## config.mk

```make
export PLATFORM = sky130hd
export DESIGN_NAME = fetch_queue_unit
export DESIGN_NICKNAME = d
export VERILOG_FILES = /design/src/rtl/rv_fetch_pkg.sv /design/src/rtl/ifq_fifo.sv /design/src/rtl/fetch_queue_unit.sv
export SDC_FILE = /design/constraint.sdc
export NUM_CORES = 1
export LEC_CHECK = 0
export BUFFER_PORTS_ARGS = -buffer_cell sky130_fd_sc_hd__buf_2
export CAP_MARGIN = 20
export CORE_MARGIN = 2
export CORE_UTILIZATION = 50
export DETAILED_ROUTE_END_ITERATION = 10
export PLACE_DENSITY = 0.77
export SETUP_SLACK_MARGIN = 0.4
export SYNTH_ARGS = -nofsm -noshare
export SYNTH_HDL_FRONTEND = slang
export SYNTH_HIERARCHICAL = 1
export SYNTH_SLANG_ARGS = --single-unit
```

## constraint.sdc

```tcl
create_clock -name clk -period 8.25 [get_ports clk]
set_input_delay 0.4125 -clock clk [delete_from_list [all_inputs] [get_ports clk]]
set_output_delay 0.4125 -clock clk [all_outputs]
set_load 0.02 [all_outputs]
```

## src/rtl/rv_fetch_pkg.sv

```systemverilog
// Shared definitions for the fetch queue unit and its queue storage.
// Holds the default address width, instruction word width, the canonical
// NOP encoding and the packed fetch-entry layout {pc, instr} that travels
// from the fetch PC register through the queue to decode.
package rv_fetch_pkg;

   localparam int XLEN_DEF = 64;
   localparam int INSTR_W  = 32;
   localparam logic [INSTR_W-1:0] NOP_INSTR = 32'h00000013;

   typedef struct packed {
      logic [XLEN_DEF-1:0] pc;
      logic [INSTR_W-1:0]  instr;
   } fetch_entry_t;

   // Width of one queue entry for a given address width.
   function automatic int entryWidth(input int xlen);
      return xlen + INSTR_W;
   endfunction

endpackage

```

## src/rtl/ifq_fifo.sv

```systemverilog
// ifq_fifo: synchronous FIFO holding fetched {pc, instr} entries.
// Flush has priority over push and pop and empties the queue in one edge.
// When full, a push is accepted only if a pop happens in the same cycle,
// so the slot being read out is reused by the incoming entry.
// The head is shown combinationally on dout and reads as zero when empty.
module ifq_fifo #(
   parameter int WIDTH = 96,
   parameter int DEPTH = 4
) (
   input  logic                     clk,
   input  logic                     reset_n,
   input  logic                     push,
   input  logic                     pop,
   input  logic                     flush,
   input  logic [WIDTH-1:0]         din,
   output logic [WIDTH-1:0]         dout,
   output logic [$clog2(DEPTH):0]   count,
   output logic                     full,
   output logic                     empty
);

   localparam int PW = $clog2(DEPTH);
   localparam int CW = PW + 1;

   logic [WIDTH-1:0] r_mem [DEPTH];
   logic [PW-1:0]    r_rdPtr;
   logic [PW-1:0]    r_wrPtr;
   logic [CW-1:0]    r_count;
   logic             w_doPush;
   logic             w_doPop;

   assign full  = (r_count == CW'(DEPTH));
   assign empty = (r_count == '0);
   assign count = r_count;

   // A pop needs something to pop; a push needs room, which a same-cycle
   // pop provides. Flush overrides both so a redirect never leaks entries.
   assign w_doPop  = pop  & ~flush & ~empty;
   assign w_doPush = push & ~flush & (~full | w_doPop);

   assign dout = empty ? '0 : r_mem[r_rdPtr];

   // Entry storage needs no reset: an entry is only ever visible after it
   // has been written, and the empty head is masked to zero above.
   always_ff @(posedge clk) begin
      if (w_doPush) begin
         r_mem[r_wrPtr] <= din;
      end
   end

   // Pointers and occupancy. Pointers are log2(DEPTH) bits so they wrap on
   // their own; occupancy moves only when exactly one of push/pop happens.
   always_ff @(posedge clk or negedge reset_n) begin
      if (!reset_n) begin
         r_rdPtr <= '0;
         r_wrPtr <= '0;
         r_count <= '0;
      end else if (flush) begin
         r_rdPtr <= '0;
         r_wrPtr <= '0;
         r_count <= '0;
      end else begin
         if (w_doPush) begin
            r_wrPtr <= r_wrPtr + PW'(1);
         end
         if (w_doPop) begin
            r_rdPtr <= r_rdPtr + PW'(1);
         end
         case ({w_doPush, w_doPop})
            2'b10:   r_count <= r_count + CW'(1);
            2'b01:   r_count <= r_count - CW'(1);
            default: r_count <= r_count;
         endcase
      end
   end

endmodule

```

## src/rtl/fetch_queue_unit.sv

```systemverilog
// fetch_queue_unit: sequential instruction fetch into an N-entry queue that
// feeds decode over a valid/ready handshake, with branch redirect + flush.
//
// Optional feature, macro FETCH_MISALIGN_CHECK_EN:
//   defined   - a redirect to a non word-aligned target still flushes and
//               loads the PC, but raises the sticky misalign_err and halts
//               fetching until an aligned redirect or reset.
//   undefined - misalign_err is tied low and fetching never halts; the low
//               PC bits are simply ignored when indexing instruction memory.
//
// The instruction memory image (IMEM_FILE) is placed into r_imem by the
// surrounding flow; this block only reads it combinationally, and addresses
// beyond the image alias back into it modulo IMEM_DEPTH.
module fetch_queue_unit
   import rv_fetch_pkg::*;
#(
   parameter int               XLEN       = XLEN_DEF,
   parameter int               IMEM_DEPTH = 16,
   parameter int               FQ_DEPTH   = 4,
   parameter logic [XLEN-1:0]  RESET_PC   = '0,
   parameter string            IMEM_FILE  = "instructions.hex"
) (
   input  logic                        clk,
   input  logic                        reset_n,
   input  logic                        redirect,
   input  logic [XLEN-1:0]             redirect_pc,
   output logic                        out_valid,
   input  logic                        out_ready,
   output logic [XLEN-1:0]             out_pc,
   output logic [INSTR_W-1:0]          out_instr,
   output logic [$clog2(FQ_DEPTH):0]   fq_count,
   output logic                        misalign_err
);

   localparam int IDXW = $clog2(IMEM_DEPTH);
   localparam int EW   = entryWidth(XLEN);

   logic [INSTR_W-1:0] r_imem [IMEM_DEPTH];
   logic [XLEN-1:0]    r_fetchPc;
   logic [IDXW-1:0]    w_idx;
   logic [EW-1:0]      w_pushData;
   logic [EW-1:0]      w_headData;
   logic               w_push;
   logic               w_pop;
   logic               w_full;
   logic               w_empty;
   logic               w_halted;

   // Word index drops the byte offset; upper PC bits fall away, which is
   // what makes out-of-range addresses alias into the image.
   assign w_idx      = r_fetchPc[IDXW+1:2];
   assign w_pushData = {r_fetchPc, r_imem[w_idx]};

   // Decode takes the head when it is valid and ready. A redirect in the
   // same cycle cancels that pop through the queue flush.
   assign w_pop  = out_valid & out_ready;
   assign w_push = ~redirect & ~w_halted & (~w_full | w_pop);

   assign out_valid = ~w_empty;
   assign out_pc    = w_headData[EW-1:INSTR_W];
   assign out_instr = w_headData[INSTR_W-1:0];

   ifq_fifo #(
      .WIDTH (EW),
      .DEPTH (FQ_DEPTH)
   ) u_ifq_fifo (
      .clk     (clk),
      .reset_n (reset_n),
      .push    (w_push),
      .pop     (w_pop),
      .flush   (redirect),
      .din     (w_pushData),
      .dout    (w_headData),
      .count   (fq_count),
      .full    (w_full),
      .empty   (w_empty)
   );

   // Fetch PC: a redirect loads the branch target outright (last redirect
   // wins when they come back to back); otherwise the PC steps one word
   // every time an instruction is actually pushed into the queue.
   always_ff @(posedge clk or negedge reset_n) begin
      if (!reset_n) begin
         r_fetchPc <= RESET_PC;
      end else if (redirect) begin
         r_fetchPc <= redirect_pc;
      end else if (w_push) begin
         r_fetchPc <= r_fetchPc + XLEN'(4);
      end
   end

`ifdef FETCH_MISALIGN_CHECK_EN
   logic r_misalignErr;
   logic r_halted;

   assign misalign_err = r_misalignErr;
   assign w_halted     = r_halted;

   // Every redirect re-evaluates alignment: a misaligned target raises the
   // error and stops fetching, an aligned one clears both and resumes.
   always_ff @(posedge clk or negedge reset_n) begin
      if (!reset_n) begin
         r_misalignErr <= 1'b0;
         r_halted      <= 1'b0;
      end else if (redirect) begin
         r_misalignErr <= |redirect_pc[1:0];
         r_halted      <= |redirect_pc[1:0];
      end
   end
`else
   assign misalign_err = 1'b0;
   assign w_halted     = 1'b0;
`endif

endmodule
```

# [Word level (Yosys, flattened, before mapping)]
# Memory sizes are Yosys's and may differ from the RTL's.
# Index checks and enable logic that the tools add are counted.
[classes] magnitude_cmp=0 n_reduce_logical=5 bitwise=11 n_eq_ne=3 mux=11 addsub=5 div_mod_pow=0 mul=0 shift=0
[ops] op="2-to-1 mux 64 bit" count=2
[ops] op="2-to-1 mux 96 bit" count=1
[ops] op="adder 64 x 3 -> 64 bit, second input constant" count=1
[ops] op="2-to-1 mux 2 bit" count=4
[ops] op="bitwise AND 1 bit" count=6
[ops] op="one-hot mux 3 bit (2 select lines)" count=1
[ops] op="nonzero test 2 bit" count=3
[ops] op="adder 2 x 1 -> 2 bit, second input constant" count=2
[ops] op="adder 3 x 1 -> 3 bit, second input constant" count=1
[ops] op="== test 3 bit, second input constant" count=1
[ops] op="logical NOT 3 bit" count=1
[ops] op="2-to-1 mux 3 bit" count=1
[ops] op="inverter 1 bit" count=3
[ops] op="nonzero test 3 bit" count=1
[ops] op="subtractor 3 x 1 -> 3 bit, second input constant" count=1
[ops] op="== test 2 x 1 -> 1 bit, second input constant" count=1
[ops] op="== test 2 bit, second input constant" count=1
[ops] op="2-to-1 mux 1 bit" count=2
[ops] op="OR 1 bit" count=2
[totals] rom_bits=0 regBits=71 mem_bits_rw=384 latchBits=0 memories=1 out_inout_bits=101 word_cells=40 input_bits=68
[mem_list] name="u_ifq_fifo.r_mem" depth=4 width=96 read_ports=1 rd_clocked_by_memory_dff=0 wr=1 line_no="ifq_fifo.sv:25" text="logic [WIDTH-1:0] r_mem [DEPTH];"

# [Logic depth before layout (Yosys ltp)]
[logic_depth] ltp_word=10 mapped_depth=13 ltp_nobuf=9

# [Hierarchy]
# The synthesis kept the hierarchy.
[modules_own_cells] mod="ifq_fifo" instances=1 area_each_um2=15046.9 seq_area_each_um2=11706.2 cells_per_inst=668
[modules_own_cells] mod="fetch_queue_unit" instances=1 area_each_um2=3871.2 seq_area_each_um2=1601.5 cells_per_inst=445

# [Worst setup path after synthesis]
# Ideal clock, no wire load.
[synth_timing] path_type="reg-to-reg" startpoint="reg u_ifq_fifo.r_count[0], in the netlist u_ifq_fifo/count[0]" endpoint="mem u_ifq_fifo.r_mem[0][0] (enable)" n_path_buf=4 slack_ns=3.320 setup_ns=0.466 synth_period_minus_slack_ns=4.930 stages_incl_launch_ff=11 required_ns=7.784 arrival_time_ns=4.464 cell_sequence="dfrtp_1 -> buf_4 -> nor3_4 -> clkbuf_1 -> nand2b_1 -> clkbuf_1 -> a21oi_1 -> clkbuf_1 -> inv_1 -> a311oi_4 -> and2_1"
[synth_via] elab_chain_cells=9 word_cells_on_any_way=14 cone_classes="eq/ne: 1; mux: 2; bitwise: 10; reduce/logical: 1"
[synth_rtl] element="start: declaration" line_no="ifq_fifo.sv:28" text="logic [CW-1:0] r_count;"
[synth_rtl] element="start signal: assignment" line_no="ifq_fifo.sv:70" text="2'b10: r_count <= r_count + CW'(1);"
[synth_rtl] element="start signal: assignment" line_no="ifq_fifo.sv:71" text="2'b01: r_count <= r_count - CW'(1);"
[synth_rtl] element="start signal: assignment" line_no="ifq_fifo.sv:72" text="default: r_count <= r_count;"
[synth_rtl] element="logical NOT 3 bit" line_no="ifq_fifo.sv:33" text="assign empty = (r_count == '0);"
[synth_rtl] element="net w_empty" line_no="fetch_queue_unit.sv:46" text="logic w_empty;"
[synth_rtl] element="inverter 1 bit" line_no="fetch_queue_unit.sv:59" text="assign out_valid = ~w_empty;"
[synth_rtl] element="bitwise AND 1 bit" line_no="fetch_queue_unit.sv:56" text="assign w_pop = out_valid & out_ready;"
[synth_rtl] element="OR 1 bit" line_no="fetch_queue_unit.sv:57" text="assign w_push = ~redirect & ~w_halted & (~w_full | w_pop);"
[synth_rtl] element="bitwise AND 1 bit" line_no="fetch_queue_unit.sv:57"
[synth_rtl] element="net w_push" line_no="fetch_queue_unit.sv:43" text="logic w_push;"
[synth_rtl] element="bitwise AND 1 bit (2 in series)" line_no="ifq_fifo.sv:39" text="assign w_doPush = push & ~flush & (~full | w_doPop);"
[synth_rtl] element="2-to-1 mux 1 bit" line_no="ifq_fifo.sv:46" text="if (w_doPush) begin"
[synth_rtl] element="2-to-1 mux 1 bit (not written as such)" line_no="ifq_fifo.sv:47" text="r_mem[r_wrPtr] <= din;"
[synth_rtl] element="end: declaration" line_no="ifq_fifo.sv:25"
# The timed path passes the listed nets, and every way through them passes these cells.

# [Final worst setup path]
[layout_timing] startpoint="reg u_ifq_fifo.r_count[0], in the netlist u_ifq_fifo/count[0]" endpoint="mem u_ifq_fifo.r_mem[3][71] (enable)"
[layout_via] word_cells_on_any_way=14 cone_classes="eq/ne: 1; mux: 2; bitwise: 10; reduce/logical: 1"
[layout_rtl] element="== test 3 bit" line_no="ifq_fifo.sv:32" text="assign full = (r_count == CW'(DEPTH));"
[layout_rtl] element="net w_full" line_no="fetch_queue_unit.sv:45" text="logic w_full;"
[layout_rtl] element="inverter 1 bit" line_no="fetch_queue_unit.sv:57"
[layout_rtl] element="OR 1 bit" line_no="fetch_queue_unit.sv:57"
[layout_rtl] element="bitwise AND 1 bit" line_no="fetch_queue_unit.sv:57"
[layout_rtl] element="net w_push" line_no="fetch_queue_unit.sv:43"
[layout_rtl] element="bitwise AND 1 bit (2 in series)" line_no="ifq_fifo.sv:39"
[layout_rtl] element="2-to-1 mux 1 bit" line_no="ifq_fifo.sv:46"
[layout_rtl] element="2-to-1 mux 1 bit (not written as such)" line_no="ifq_fifo.sv:47"
# The timed path passes the listed nets, and every way through them passes these cells.

==> results.json <==
{
  "grt_max_degree": 98,
  "drc_errors": 0,
  "worst_setup_path_start_kind": "flop",
  "pwr-share-seq": 0.497,
  "grt_pass1_vias": 10640,
  "r2r-start": "u_ifq_fifo/count[0]",
  "report.final.slew_viol_count": 0,
  "r2r-end": "u_ifq_fifo/r_mem[3][71]",
  "maxCapViolCount": 0,
  "ir_drop_mv": 0.1454,
  "finalSetupViolations": 0,
  "n_fill_cell": 2867,
  "yosys_warnings": 6,
  "grt_antenna_before_repair": 0,
  "ys_ff_latch": 455,
  "leakagePower_nw": 7.852,
  "dp_cells": 1870,
  "cts_setup_buffers": 0,
  "internal_power_mw": 4.214,
  "yosys.cell_count.top_type": "edfxtp_1",
  "path_clk_slew_ps": 60,
  "grt_pass1_wl_um": 61670,
  "crit_start": "u_ifq_fifo/count[0]",
  "tightest_slew_ps": 1092,
  "clock.fmax_mhz": 241.7,
  "gp_congestion": 0.8099,
  "ant_nets": 0,
  "ff_latch_area_um2": 13320,
  "worstSetupEndpoint": "u_ifq_fifo/r_mem[3][71]",
  "syn_area_per_cell_um2": 17.00,
  "design_area_um2": 22310,
  "routed.top_layer": "met4",
  "wire_per_inst_um": 20.78,
  "core_um2": 37490,
  "clock_power_share": 0.396,
  "totalWireLength_um": 40690,
  "rrSetupSlack_ps": 4110,
  "async_flop_share": 0.1560,
  "syn_area_um2": 18920,
  "fin_util": 0.5951,
  "hold_viol": 0,
  "yosysSeqAreaShare": 0.7034,
  "wl_met3_um": 2912,
  "power_mw": 5.541,
  "wl_met1_um": 16870,
  "hold_path.class": "in2async",
  "ys_top_cells_by_count": "edfxtp_1 (384), nor2b_1 (97), mux4_2 (96), dfrtp_1 (71), nand2_1 (57)",
  "row_count": 71,
  "final.period_utilization": 0.5014,
  "insertedDiodeCount": 0,
  "finClkSkew_ps": 11.47,
  "critPathMaxFanout": 66,
  "post_dp_cell_area_um2": 20650,
  "clk_latency_ps": 550,
  "drive_above_1_share": 0.2633,
  "syn_inst": 1113,
  "vias_per_cell": 5.438,
  "num_vias": 10650,
  "wl_met2_um": 19990,
  "syn_to_final_growth_pct": 17.92,
  "cts_tree": "built",
  "dr.pass1.iters": 7,
  "synth-edff-count": 384,
  "post_cts_hold_buffer_count": 0,
  "multi_input_area_um2": 5715,
  "critPathKind": "reg2reg",
  "cts.sinks": 455,
  "fin_crit_ps": 4137,
  "die_h_um": 198.5,
  "nNetsFinal": 1483,
  "pin_count": 169,
  "dp_hpwl_um": 24800,
  "root_buffer": "clkbuf_16",
  "first_iter_violations": 995,
  "ys.flop_type": "edfxtp_1",
  "h-tree-depth": 2,
  "crit_path_end_kind": "flop",
  "p_comb_frac": 0.108,
  "power_switching_mw": 1.326,
  "synth_top_area_share": 0.6095,
  "yosysUniqueCellTypes": 64,
  "clockBufferDepth": 3,
  "reg2regPathDepth": 7,
  "rsz0062_at_grt": "false",
  "synth_area_leaders": "edfxtp_1 (61%), mux4_2 (11%), dfrtp_1 (9.4%)",
  "die-area_um2": 39410,
  "cp_data_required_time_ps": 8420,
  "cellPowerDensity_nw_per_um2": 248.4,
  "status": "finished clean",
  "fin_setup_tns_ps": 0,
  "fp.dieW_um": 198.5,
  "cp.arrival_ps": 4300,
  "instances_no_fill": 1958,
  "cts_buffers": 46,
  "grt-ovfl-total": 0,
  "slew_headroom": 0.2723,
  "cts-resized-gates": 0,
  "place.port_buffers": 167,
  "switching_share": 0.2393,
  "start_util": 0.5046,
  "grt_use_total": 0.2097,
  "synth_top_cell_by_area": "edfxtp_1"
}
==> worst min path at each step <==
stage | start | to | slack [ps] | cells after the start
final | reset_n | r_fetchPc[56] | 10 | 1
after global placement | r_fetchPc[1] | u_ifq_fifo/r_mem[0][33] | 510 | 0
after global routing | redirect_pc[8] | r_fetchPc[8] | 60 | 3
after detailed placement | r_fetchPc[0] | u_ifq_fifo/r_mem[3][32] | 510 | 0
after CTS | reset_n | r_fetchPc[56] | 60 | 1
after floorplan | reset_n | r_fetchPc[0] | 120 | 0
==> registers in the layout, summed over array words and instances, names as in the netlist <==
name                flops
u_ifq_fifo/r_mem      384
u_ifq_fifo/count        3
u_ifq_fifo/r_rdPtr      2
r_fetchPc              64
u_ifq_fifo/r_wrPtr      2
==> stage by stage <==
| stage | hold WS (ps) | worst slack [ps] |
|---|---|---|
| floorplan | 116.9 | 3320 |
| global placement | 507.8 | 4358 |
| detailed placement | 514.4 | 4166 |
| CTS | 59.54 | 4015 |
| global route | 62.36 | 3916 |
| finish | 13.48 | 4113 |
==> worst max-delay path, cell delays in order (launching register included) <==
cell and delay, ps:
dfrtp_1 580, nor2_1 190, and2_1 300, a21oi_1 550
inv_1 190, a311oi_4 450, and2_4 570, buf_4 820
==> power groups by stage <==
stage / logic (mW) / clock network, mW / registers (mW)
finish: 0.596 / 2.19 / 2.75
global placement: 0.591 / 0 / 2.78
floorplan: 0.429 / 0 / 2.75
CTS: 0.602 / 2.23 / 2.75
global route: 0.648 / 2.31 / 2.77
detailed placement: 0.598 / 0 / 2.80
==> cell families after synthesis <==
logic type	count (synthesis)	synth area share
buffers and inverters	76	0.02037
adder cells (fa/ha/maj)	6	0.004365
flip-flops	455	0.7034
AND/OR/NAND/NOR	331	0.09947
other	1	0.0001982
multiplexers	109	0.1218
XOR/XNOR	33	0.01528
AO/OA/AOI/OAI	102	0.03512
==> cells in the final DEF (no fill, tap or decap), types with 5 or more instances in the layout <==
| cell type | instances |
|---|---|
| clkbuf_1 | 6 |
| or4_1 | 14 |
| dfrtp_1 | 69 |
| bufinv_16 | 8 |
| nand3_1 | 25 |
| xnor2_1 | 13 |
| nor2b_1 | 97 |
| mux2_2 | 9 |
| conb_1 | 129 |
| nand2_1 | 57 |
| buf_2 | 166 |
| clkinv_2 | 8 |
| edfxtp_1 | 384 |
| nor4_1 | 9 |
| clkbuf_16 | 47 |
| o21ai_0 | 40 |
| a31oi_1 | 25 |
| nor3_1 | 9 |
| ha_1 | 5 |
| mux4_2 | 96 |
| and3_1 | 7 |
| clkinv_1 | 9 |
| inv_1 | 16 |
| xor2_1 | 20 |
| o31ai_1 | 11 |
| or3_1 | 10 |
| and4_1 | 6 |
| buf_4 | 11 |
| nor2_1 | 39 |
| nand4_1 | 28 |
| clkbuf_8 | 5 |
==> area by class of cell <==
| class | instances | area share |
|---|---|---|
| sequential | 455 | 0.5969 |
| multi-input combinational | 710 | 0.2562 |
| clock buffer | 58 | 0.05682 |
| timing repair buffer | 179 | 0.04268 |
| tap | 511 | 0.02866 |
| clock inverter | 28 | 0.01587 |
| inverter | 17 | 0.002861 |
==> per-layer routing <==
metal  vias to the layer above  global-route usage
met5                         -                   0
li1                       4853                   -
met4                         0             0.06053
met1                      5332              0.2885
met2                       389              0.3478
met3                        73             0.03679
No activity file was read; power rests on OpenSTA's default activity.
